### src/rtl/ex_muldiv_unit.sv
// ex_muldiv_unit: iterative HI/LO multiply/divide unit for the EX stage.
// Runs MULT/MULTU/DIV/DIVU one radix-2 step per cycle. It also holds the
// HI/LO architectural registers and serves MTHI/MTLO writes.
// Ports:
//   CLK, RST          clock, synchronous active-high reset
//   start, op         launch request, op select (00 MULT, 01 MULTU, 10 DIV, 11 DIVU)
//   opa, opb          rs / rt operands
//   flush             abort an in-flight operation
//   hi_wen, lo_wen    MTHI / MTLO write strobes, data on wdat
//   busy              operation in flight (stall request)
//   done              one-cycle pulse after HI/LO were written by an operation
//   hi, lo            HI / LO registers
// Build option: define MULDIV_EARLY_TERM_EN to let multiplies leave BUSY as
// soon as the remaining multiplier bits are zero.
module ex_muldiv_unit #(
   parameter int unsigned WIDTH = 32
) (
   input  logic             CLK,
   input  logic             RST,
   input  logic             start,
   input  logic [1:0]       op,
   input  logic [WIDTH-1:0] opa,
   input  logic [WIDTH-1:0] opb,
   input  logic             flush,
   input  logic             hi_wen,
   input  logic             lo_wen,
   input  logic [WIDTH-1:0] wdat,
   output logic             busy,
   output logic             done,
   output logic [WIDTH-1:0] hi,
   output logic [WIDTH-1:0] lo
);

   localparam int unsigned AW = 2 * WIDTH;
   localparam int unsigned CW = $clog2(WIDTH);

   typedef enum logic [1:0] {S_IDLE, S_BUSY, S_FIXUP, S_DONE} state_t;

   state_t           state_q, state_d;
   logic [CW-1:0]    cnt_q, cnt_d;
   logic [AW-1:0]    acc_q, acc_d;       // product, or {remainder, quotient/dividend}
   logic [AW-1:0]    mcand_q, mcand_d;   // shifted multiplicand, or divisor in low half
   logic [WIDTH-1:0] mplier_q, mplier_d;
   logic             is_div_q, is_div_d;
   logic             neg_q_q, neg_q_d;   // product / quotient negate
   logic             neg_r_q, neg_r_d;   // remainder negate
   logic [WIDTH-1:0] hi_q, hi_d, lo_q, lo_d;
   logic             busy_q, busy_d, done_q, done_d;

   // State and datapath registers
   always_ff @(posedge CLK) begin
      if (RST) begin
         state_q  <= S_IDLE;
         cnt_q    <= '0;
         acc_q    <= '0;
         mcand_q  <= '0;
         mplier_q <= '0;
         is_div_q <= 1'b0;
         neg_q_q  <= 1'b0;
         neg_r_q  <= 1'b0;
         hi_q     <= '0;
         lo_q     <= '0;
         busy_q   <= 1'b0;
         done_q   <= 1'b0;
      end else begin
         state_q  <= state_d;
         cnt_q    <= cnt_d;
         acc_q    <= acc_d;
         mcand_q  <= mcand_d;
         mplier_q <= mplier_d;
         is_div_q <= is_div_d;
         neg_q_q  <= neg_q_d;
         neg_r_q  <= neg_r_d;
         hi_q     <= hi_d;
         lo_q     <= lo_d;
         busy_q   <= busy_d;
         done_q   <= done_d;
      end
   end

   logic             sgn, sa, sb, last;
   logic [WIDTH-1:0] abs_a, abs_b, mpl_next, q_raw, r_raw;
   logic [WIDTH:0]   rem_sh, diff;
   logic [AW-1:0]    prod_sum;

   // Next-state, step datapath and HI/LO update
   always_comb begin
      state_d  = state_q;
      cnt_d    = cnt_q;
      acc_d    = acc_q;
      mcand_d  = mcand_q;
      mplier_d = mplier_q;
      is_div_d = is_div_q;
      neg_q_d  = neg_q_q;
      neg_r_d  = neg_r_q;
      hi_d     = hi_q;
      lo_d     = lo_q;
      done_d   = 1'b0;

      sgn      = ~op[0];
      sa       = sgn & opa[WIDTH-1];
      sb       = sgn & opb[WIDTH-1];
      abs_a    = sa ? (~opa + WIDTH'(1)) : opa;
      abs_b    = sb ? (~opb + WIDTH'(1)) : opb;
      mpl_next = mplier_q >> 1;
      prod_sum = acc_q + (mplier_q[0] ? mcand_q : '0);
      rem_sh   = {acc_q[AW-1:WIDTH], acc_q[WIDTH-1]};
      diff     = rem_sh - {1'b0, mcand_q[WIDTH-1:0]};
      q_raw    = acc_q[WIDTH-1:0];
      r_raw    = acc_q[AW-1:WIDTH];
`ifdef MULDIV_EARLY_TERM_EN
      last     = (cnt_q == '0) || (!is_div_q && (mpl_next == '0));
`else
      last     = (cnt_q == '0);
`endif

      // MTHI/MTLO; a completing operation below takes precedence
      if (hi_wen) hi_d = wdat;
      if (lo_wen) lo_d = wdat;

      case (state_q)
         S_IDLE: begin
            if (!flush && start) begin
               is_div_d = op[1];
               cnt_d    = CW'(WIDTH - 1);
               neg_q_d  = sa ^ sb;
               neg_r_d  = op[1] & sa;
               if (op[1] && (opb == '0)) begin
                  // Divide by zero: result preloaded, no iteration
                  acc_d   = {opa, {WIDTH{1'b1}}};
                  neg_q_d = 1'b0;
                  neg_r_d = 1'b0;
                  state_d = S_FIXUP;
               end else if (op[1]) begin
                  acc_d   = {{WIDTH{1'b0}}, abs_a};
                  mcand_d = {{WIDTH{1'b0}}, abs_b};
                  state_d = S_BUSY;
               end else begin
                  acc_d    = '0;
                  mcand_d  = {{WIDTH{1'b0}}, abs_a};
                  mplier_d = abs_b;
                  state_d  = S_BUSY;
               end
            end
         end
         S_BUSY: begin
            if (flush) begin
               state_d = S_IDLE;
            end else begin
               cnt_d = cnt_q - CW'(1);
               if (is_div_q) begin
                  // Restoring step: keep the shifted remainder when the trial goes negative
                  if (!diff[WIDTH]) acc_d = {diff[WIDTH-1:0], acc_q[WIDTH-2:0], 1'b1};
                  else              acc_d = {rem_sh[WIDTH-1:0], acc_q[WIDTH-2:0], 1'b0};
               end else begin
                  acc_d    = prod_sum;
                  mcand_d  = mcand_q << 1;
                  mplier_d = mpl_next;
               end
               if (last) state_d = S_FIXUP;
            end
         end
         S_FIXUP: begin
            if (flush) begin
               state_d = S_IDLE;
            end else begin
               if (is_div_q) begin
                  lo_d = neg_q_q ? (~q_raw + WIDTH'(1)) : q_raw;
                  hi_d = neg_r_q ? (~r_raw + WIDTH'(1)) : r_raw;
               end else begin
                  {hi_d, lo_d} = neg_q_q ? (~acc_q + AW'(1)) : acc_q;
               end
               done_d  = 1'b1;
               state_d = S_DONE;
            end
         end
         S_DONE:  state_d = S_IDLE;
         default: state_d = S_IDLE;
      endcase

      busy_d = (state_d != S_IDLE);
   end

   assign busy = busy_q;
   assign done = done_q;
   assign hi   = hi_q;
   assign lo   = lo_q;

endmodule

### config.mk
export PLATFORM = sky130hd
export DESIGN_NAME = ex_muldiv_unit
export DESIGN_NICKNAME = d
export VERILOG_FILES = /design/src/rtl/ex_muldiv_unit.sv
export SDC_FILE = /design/constraint.sdc
export NUM_CORES = 1
export LEC_CHECK = 0
export ABC_AREA = 1
export BUFFER_PORTS_ARGS = -buffer_cell sky130_fd_sc_hd__buf_4
export CORE_AREA = 3 3 269 271
export DETAILED_ROUTE_END_ITERATION = 8
export DIE_AREA = 0 0 272 274
export GPL_TIMING_DRIVEN = 0
export PLACE_DENSITY = 0.53
export SLEW_MARGIN = 10
export SYNTH_ARGS = -nofsm -noshare
export SYNTH_HDL_FRONTEND = slang
export SYNTH_SLANG_ARGS = --single-unit
### constraint.sdc
create_clock -name CLK -period 3.7 [get_ports CLK]
set_clock_uncertainty 0.2 [all_clocks]
set_input_delay 0 -clock CLK [delete_from_list [all_inputs] [get_ports CLK]]
set_output_delay 0 -clock CLK [all_outputs]
set_load 0.02 [all_outputs]
Yosys cells after proc, flatten, opt, wreduce, memory -nomap -nowiden
Index checks and enable logic that the tools add are counted.

Add/sub/neg operators: 8. Equal/unequal tests: 8. Multiplexer cells: 45. Bitwise operators: 11. Reduce and logical (&&, ||, !) cells: 13.

Operators by type and width (number): 2-to-1 mux 64 bit (11); 2-to-1 mux 32 bit (19); one-hot mux 64 bit (2 select lines) (2); adder 32 x 1 -> 32 bit (second input constant) (4); inverter 32 bit (4); adder 64 x 1 -> 64 bit (second input constant) (1); adder 64 bit (1); inverter 64 bit (1); one-hot mux 32 bit (2 select lines) (1); subtractor 33 x 32 -> 33 bit (1); zero test 32 bit (1); 2-to-1 mux 2 bit (5); 2-to-1 mux 5 bit (2); inequality test 2 bit (second input constant) (5); one-hot mux 5 bit (2 select lines) (1); one-hot mux 2 bit (4 select lines) (1); AND reduction 6 bit (1); zero test 5 bit (1); AND reduction 5 bit (1); subtractor 5 x 1 -> 5 bit (second input constant) (1); == test 2 bit (second input constant) (2); nonzero test 2 bit (2); AND 1 bit (3); 2-to-1 mux 1 bit (3); 9 further kinds (11).

Register bits after elaboration: 236. Bits of input ports: 104. Output and inout bits: 66. Word-level logic and storage cells: 97.

Depth between registers and ports, before layout
Gate-level depths: netlist of the first run.

Depth after elaboration: 7. Mapped depth: 23. Gate-level depth less buffers: 21.

Worst setup path after synthesis of the first run
OpenSTA, ideal clock, no wires.

Path type: register -> register. Start point: register mplier_q[0]. End point: register acc_q[63]. Setup time: 109 ps. Arrival time: 2416 ps. Required time: 3391 ps. Slack: 975 ps. Stages on the path, launching flop included: 19. Path buffers: 2. Period minus slack after synthesis: 2725 ps. Cell sequence: dfxtp_1 clkbuf_1 buf_1 nand2_1 inv_1 ha_1 nand2_1 inv_1 nand2_1 nand2_1 a21oi_1 a21boi_0 inv_1 a21oi_1 nand3_1 nand3_1 nand3_1 nand2_1 inv_1.

Word-level cells in the longest chain between the ends: 5.

Ends and longest elaborated chain: start, declared (RTL line 43) `logic [WIDTH-1:0] mplier_q, mplier_d;`; start signal, assigned (RTL line 70) `mplier_q <= mplier_d;`; 2-to-1 mux 64 bit (RTL line 106) `prod_sum = acc_q + (mplier_q[0] ? mcand_q : '0);`; adder 64 bit (RTL line 106); 2-to-1 mux 64 bit (RTL line 151) `if (is_div_q) begin`; 2-to-1 mux 64 bit (RTL line 147) `if (flush) begin`; one-hot mux 64 bit (2 select lines) (RTL line 121) `case (state_q)`; end signal, assigned (RTL line 55) `acc_q <= '0;`; end signal, assigned (RTL line 68) `acc_q <= acc_d;`; end, declared (RTL line 41) `logic [AW-1:0] acc_q, acc_d;`.

No other way between the ends. The select of a mux whose other input is x is not followed. A chain may end at the register's enable or synchronous reset.

Final worst setup path of the first run
Start point: register acc_q[42]. End point: register acc_q[40].

Word-level cells in the longest chain between the ends: 5.

Ends and longest elaborated chain: subtractor 33 x 32 -> 33 bit (RTL line 108) `diff = rem_sh - {1'b0, mcand_q[WIDTH-1:0]};`; 2-to-1 mux 64 bit (RTL line 153) `if (!diff[WIDTH]) acc_d = {diff[WIDTH-1:0], acc_q[WIDTH-2:0], 1'b1};`; 2-to-1 mux 64 bit (RTL line 151); 2-to-1 mux 64 bit (RTL line 147); one-hot mux 64 bit (2 select lines) (RTL line 121).

No other way between the ends. The select of a mux whose other input is x is not followed.

==> results.cfg, run 1 <==
[drt]
drtAntennaViolNets = 0
via_count = 31400
drc_errors = 0
routed_via_density = 5.40
wl_mm = 140
drt_pass1_iterations = 7
routedWlPerCell_um = 24.1
first_iter_violations = 3688

[logic_synthesis]
avgSynthCellArea_um2 = 5.44
ys_async_sr_fraction_pct = 0
synth_ff_type = dfxtp_1
synth_area_mm2 = 0.0245
ys_types = 58
yosys_warnings = 0
yosysSeqAreaShare_pct = 19.3
synth_nets = 4703
synth_edf_count = 0
ys_seq_elements = 236
syn_inst = 4497

[clock_tree]
cts_tree = yes
cts_sinks = 236
clkLatencyLatePin_ns = 0.62
cts_made_buffers = 31
clkTransAtPathRegs_ns = 0.06
clockBufferDepth = 3
htreeDepth = 1
cts-root-buf = clkbuf_16

[critical_path]
critPathLaunch = acc_q[42]$_SDFFE_PP0P_
critical-path-slowest-cell = dfxtp_1
end_kind = register
cp_data_arrival_time_ns = 3.87
cp_common_cell = nand2_1
ff2ff_path_depth = 17
crit_type = register to register
crit_chain = ha_1 > nand2_1 > nor2_1 > nand2_1 > clkinv_1 > nand2_1 > nand2_2 > nand2_2 > nand2_1 > nand2_1 > nand2_4 > buf_4 > nand2_1 > nand3_1 > nand3_1 > nand2_1 > a21oi_2
cp_max_fo = 10
startpoint_type = register
required_ns = 3.94
slowest_delay_ns = 0.82
r2r-start = acc_q[42]$_SDFFE_PP0P_

[timing]
finalCriticalPeriod_ns = 3.63
worst_pin_slew_ns = 1.32
max_slew_margin_pct = 11.9
setup_viol = 0
whs_ns = 0.102
hold_violations = 0
fmax_ghz = 0.275
fin_ws_ns = 0.0666
slew_violations = 0
rsz0062_at_grt = false
finalCritPeriodShare_pct = 98.2

[power]
power_leakage_nw = 15.2
cellPowerDensity_mw_per_mm2 = 330
vdd_drop_max_mv = 0.348

[worst_hold_path]
min_path_cells = 6
hp-class = primary input to register
min_from = wdat[30]

[die]
io_pins = 170
die_w_um = 272
start_util_pct = 34.9
fp.dieH_um = 274
rows = 97
die_area_mm2 = 0.0745
core_mm2 = 0.0700

[finish]
fillCellCount = 8076
drive_gt1_share_pct = 7.64
instances_no_fill = 5809
layout_common_cells = nand2_1 (1521), inv_1 (747), nor2_1 (374), a21oi_1 (326), nand3_1 (316)
area_delta_synth_final_pct = 20.8
nNetsFinal = 5056
diodes = 0
final_common_cell = nand2_1

[global_routing]
met2_usage_pct = 55.4
grt_busiest_layer = met2
grt_max_degree = 16
overflow = 0
grt_pass1_wl_mm = 197
grtUsageMet3_pct = 5.71
grtUsageTotal_pct = 36.1
use_met1_pct = 48.7
grt_pass1_vias = 28300
antenna_found_initial = 1

[placement]
place_hpwl_mm = 118
placed_cells = 5604
place.gp.congestion = 1.08
dp_slack_ns = -0.591
numPortBuffers = 167

[job]
cap_violations = 0

[status]
status = finished, final reports clean
flip-flops by register name, indices dropped and copies added, names as in the netlist:
register  cells
acc_q        64
mcand_q      64
hi           32
lo           32
mplier_q     32
cnt_q         5
state_q       2
busy          1
done          1
is_div_q      1
neg_q_q       1
neg_r_q       1
worst paths after layout:
| check | slack, ns | to |
|---|---|---|
| hold reg to reg | 0.27 | mplier_q[19]$_SDFFE_PP0P_ |
| setup reg to reg | 0.07 | acc_q[40]$_SDFFE_PP0P_ |
| hold / removal | 0.10 | lo[30]$_SDFF_PP0_ |
| setup / recovery | 0.07 | acc_q[40]$_SDFFE_PP0P_ |
cell usage after synthesis, types with 18 or more instances:
| master | number | area share, % |
|---|---|---|
| nand2_1 | 1525 | 23 |
| inv_1 | 748 | 11 |
| nor2_1 | 376 | 5.8 |
| a21oi_1 | 327 | 6.7 |
| nand3_1 | 326 | 6.7 |
| dfxtp_1 | 236 | 19 |
| o21ai_0 | 210 | 4.3 |
| clkbuf_1 | 109 | 1.7 |
| ha_1 | 100 | 5.1 |
| xor2_1 | 67 | 2.4 |
| a31oi_1 | 54 | 1.4 |
| nor3_1 | 47 | 0.96 |
| nand4_1 | 38 | 0.97 |
| o211ai_1 | 32 | 0.98 |
| buf_2 | 25 | 0.51 |
| o21bai_1 | 24 | 0.74 |
| xnor2_1 | 21 | 0.75 |
| a21oi_2 | 19 | 0.68 |
| buf_1 | 18 | 0.28 |
| nand3b_1 | 18 | 0.55 |
timing repair:
item,CTS,global route
pin swaps,0,1
hold endpoints to repair,216,0
resized for setup,21,42
buffers inserted,0,1
hold buffers,152,0
gates cloned,0,0
setup endpoints to repair,47,28
layer usage:
metal / vias to the layer above / wire, µm
li1: 15000 / -
met1: 14500 / 60100
met2: 1564 / 58700
met3: 312 / 12600
met4: 2 / 8760
met5: - / 13
through the flow:
step	total power, mW	utilization, %	TNS, ns	area [µm²]
after global placement	6.40	38.4	-12.72	26900
after detailed placement	6.39	38.4	-12.38	26900
after global routing	10.1	42.2	0	29600
final	9.76	42.2	0	29600
after CTS	9.59	42.1	0	29500
after floorplan	4.96	-	0	24500
area by class of cell:
type,instances,area [µm²],area share (%)
inverter,767,2880,9.75
timing repair buffer,320,2780,9.41
multi-input combinational,3334,16300,55.0
tap,940,1180,3.98
buffer,160,709,2.40
clock buffer,43,841,2.84
clock inverter,9,151,0.512
sequential,236,4750,16.1
where the power goes:
part / switching [mW] / internal, mW / leakage, nW
clock: 1.28 / 1.84 / 0.481
sequential: 0.308 / 2.71 / 1.94
combinational: 2.52 / 1.10 / 12.8
total: 4.11 / 5.65 / 15.2
critical path, delay by kind of cell (launching register included):
family | cells | cell delay, ns
AND/OR/NAND/NOR | 13 | 1.77
flip-flops | 1 | 0.82
adder cells (fa/ha/maj) | 1 | 0.34
AO/OA/AOI/OAI | 1 | 0.05
buffers and inverters | 2 | 0.27
cell families (layout without fill, tap and decap cells):
group           count (synthesis)  count (layout)  share of synthesized area, %
fa+ha+maj                     102             102                          5.28
simple gates                 2392            2392                          40.3
compound gates                751             751                          17.4
flops                         236             236                          19.3
mux                             1               1                        0.0409
buf+inv                       927            1299                          14.6
xor+xnor                       88              88                          3.15
(Power assumes the default switching activity.)
==> run 2, diff against run 1 <==
Settings changed: ABC_AREA 1 to default, CORE_AREA 3 3 269 271 to 3 3 245 247, DIE_AREA 0 0 272 274 to 0 0 248 250.
Clock period 3.7 ns to 4.12 ns, I/O delays scaled along.
==> results.cfg, run 2 <==
[drt]
via_count = 23400
routed_via_density = 6.02
drc_errors = 0
first_iter_violations = 2460
wl_mm = 106
routedWlPerCell_um = 27.3
drtAntennaViolNets = 0
drt_pass1_iterations = 7

[critical_path]
startpoint_type = register
critPathBufInv = 4
crit_family = compound AO/OA/AOI/OAI gates
cp_common_cell = a311oi_1
crit_chain = inv_2 > ha_1 > inv_1 > fa_1 > a21o_1 > a311o_2 > nand4b_4 > nand3b_4 > a41oi_4 > buf_12 > xor2_4 > buf_6 > nor4_1 > a311oi_1 > a311oi_1
critical-path-slowest-cell = a311o_2
cp_data_arrival_time_ns = 4.29
slowest_delay_ns = 0.45
crit_type = register to register
cp_max_fo = 10
end_kind = register
required_ns = 4.37

[die]
die_w_um = 248
rows = 88
fp.dieH_um = 250
start_util_pct = 35.1
core_mm2 = 0.0578
io_pins = 170
die_area_mm2 = 0.0620

[power]
vdd_drop_max_mv = 0.304
cellPowerDensity_mw_per_mm2 = 328
power_leakage_nw = 9.96

[global_routing]
grt_pass1_wl_mm = 151
overflow = 0
grt_pass1_vias = 22100
grtUsageTotal_pct = 32.9
antenna_found_initial = 7
grt_max_degree = 16

[worst_hold_path]
hp-class = primary input to register

[timing]
finalCriticalPeriod_ns = 4.04
worst_pin_slew_ns = 1.18
finalCritPeriodShare_pct = 98.2
tns_ns = 0
max_slew_margin_pct = 21.1
setup_viol = 0
slew_violations = 0
hold_violations = 0
fmax_ghz = 0.247
whs_ns = 0.0627
fin_ws_ns = 0.0758
rsz0062_at_grt = true

[finish]
area_delta_synth_final_pct = 25.0
reg_top3 = acc_q (64), mcand_q (64)
final_common_cell = nor2_1
register_area_mm2 = 0.00474
multiInputGateArea_mm2 = 0.0149
fillCellCount = 5938
layout_common_cells = nor2_1 (326), a21oi_1 (271), nand2_1 (234), dfxtp_1 (228), a211oi_1 (192)
drive_gt1_share_pct = 12.2
instances_no_fill = 3892
nNetsFinal = 3307

[logic_synthesis]
synth_top_area_share_pct = 23.3
synth_edf_count = 0
synth_nets = 2981
synth_area_mm2 = 0.0203
yosys_warnings = 0
yosysSeqAreaShare_pct = 23.3
synth_most_common_cell = nor2_1
ys_seq_elements = 236
syn_inst = 2775
yosys.area.top_type = dfxtp_1
avgSynthCellArea_um2 = 7.31
ys_async_sr_fraction_pct = 0
synth_ff_type = dfxtp_1
yosys-top-cells-area = dfxtp_1 (23%), a211oi_1 (7.2%), a21oi_1 (6.9%)
ys_top_cells_by_count = nor2_1 (327), a21oi_1 (281), dfxtp_1 (236), nand2_1 (234), a211oi_1 (195)
ys_types = 90

[clock_tree]
cts-root-buf = clkbuf_16
clkTransAtPathRegs_ns = 0.06
cts_sinks = 236
htreeDepth = 1
clkLatencyLatePin_ns = 0.61
clockBufferDepth = 3
cts_tree = yes
cts_made_buffers = 30

[placement]
dp_slack_ns = -1.54
place.gp.congestion = 1.01
numPortBuffers = 166
place_hpwl_mm = 85.5
placed_cells = 3706

[job]
cap_violations = 0

[status]
status = finished, final reports clean
[run 2: cell count changes in the layout (fill, tap and decap cells not counted), moves of 53 or more]
cell / change
a211oi_1: +189
a21oi_1: -55
and2_1: +71
clkbuf_1: +53
inv_1: -670
mux2i_1: +75
nand2_1: -1287
nand3_1: -249
o21ai_0: -80
xnor2_1: +102
[run 2: worst paths after layout]
kind	from	cells after the start	slack, ns	to
worst max-delay path	acc_q[31]$_SDFFE_PP0P_	15	0.08	acc_q[63]$_SDFFE_PP0P_
worst min-delay path	start	4	0.06	acc_q[57]$_SDFFE_PP0P_
worst max register to register	acc_q[31]$_SDFFE_PP0P_	15	0.08	acc_q[63]$_SDFFE_PP0P_
worst min register to register	mcand_q[44]$_SDFFE_PP0P_	2	0.27	mcand_q[44]$_SDFFE_PP0P_
[run 2: stage by stage]
step                      utilization, %  cell area (µm²)  total power [mW]
after CTS                           43.3            25000              8.23
after global routing                43.9            25400              8.62
final                               43.9            25400              8.33
after floorplan                        -            20300              4.22
after global placement              38.9            22500              5.26
after detailed placement            38.9            22500              5.27
[run 2: cells by family after synthesis]
group / count (synthesis) / synth area share (%)
buffers and inverters: 289 / 5.53
adder cells (fa/ha/maj): 102 / 6.37
AND/OR/NAND/NOR: 940 / 22.1
AO/OA/AOI/OAI: 927 / 30.0
multiplexers: 77 / 3.81
XOR/XNOR: 204 / 8.88
flip-flops: 236 / 23.3
[run 2: what timing repair did]
| item | CTS | global route |
|---|---|---|
| cloned | 1 | 0 |
| pin swaps | 10 | 14 |
| hold endpoints to repair | 191 | 0 |
| buffers inserted | 7 | 6 |
| hold buffers | 121 | 0 |
| resized for setup | 66 | 71 |
| endpoints found under the setup margin | 50 | 86 |
[run 2: final cells by class]
type / count / area share [%]
buffer: 203 / 3.32
inverter: 79 / 1.17
multi-input combinational: 2250 / 58.8
clock inverter: 16 / 0.770
timing repair buffer: 301 / 10.2
sequential: 236 / 18.7
clock buffer: 40 / 3.31
tap: 765 / 3.77
antenna: 2 / 0.0197
[run 2: metal layers]
| layer | up-vias | wire length [µm] | global-route usage, % |
|---|---|---|---|
| li1 | 10800 | - | - |
| met1 | 11200 | 45000 | 44.7 |
| met2 | 1192 | 46600 | 51.8 |
| met3 | 223 | 9080 | 4.24 |
| met4 | 2 | 5550 | 14.3 |
| met5 | - | 13 | 0 |
[run 2: worst min-delay path, cell delays in order]
cell and delay (ns):
buf_4 0.13, nor4b_2 0.20, a311oi_1 0.38, a2111oi_2 0.08
[run 2: report_power, final]
group	internal [mW]	total (mW)	leakage, nW	switching (mW)
Sequential	2.43	2.64	1.94	0.213
Combinational	1.04	2.90	7.54	1.86
Clock	1.62	2.79	0.488	1.16
Total	5.09	8.33	9.96	3.24
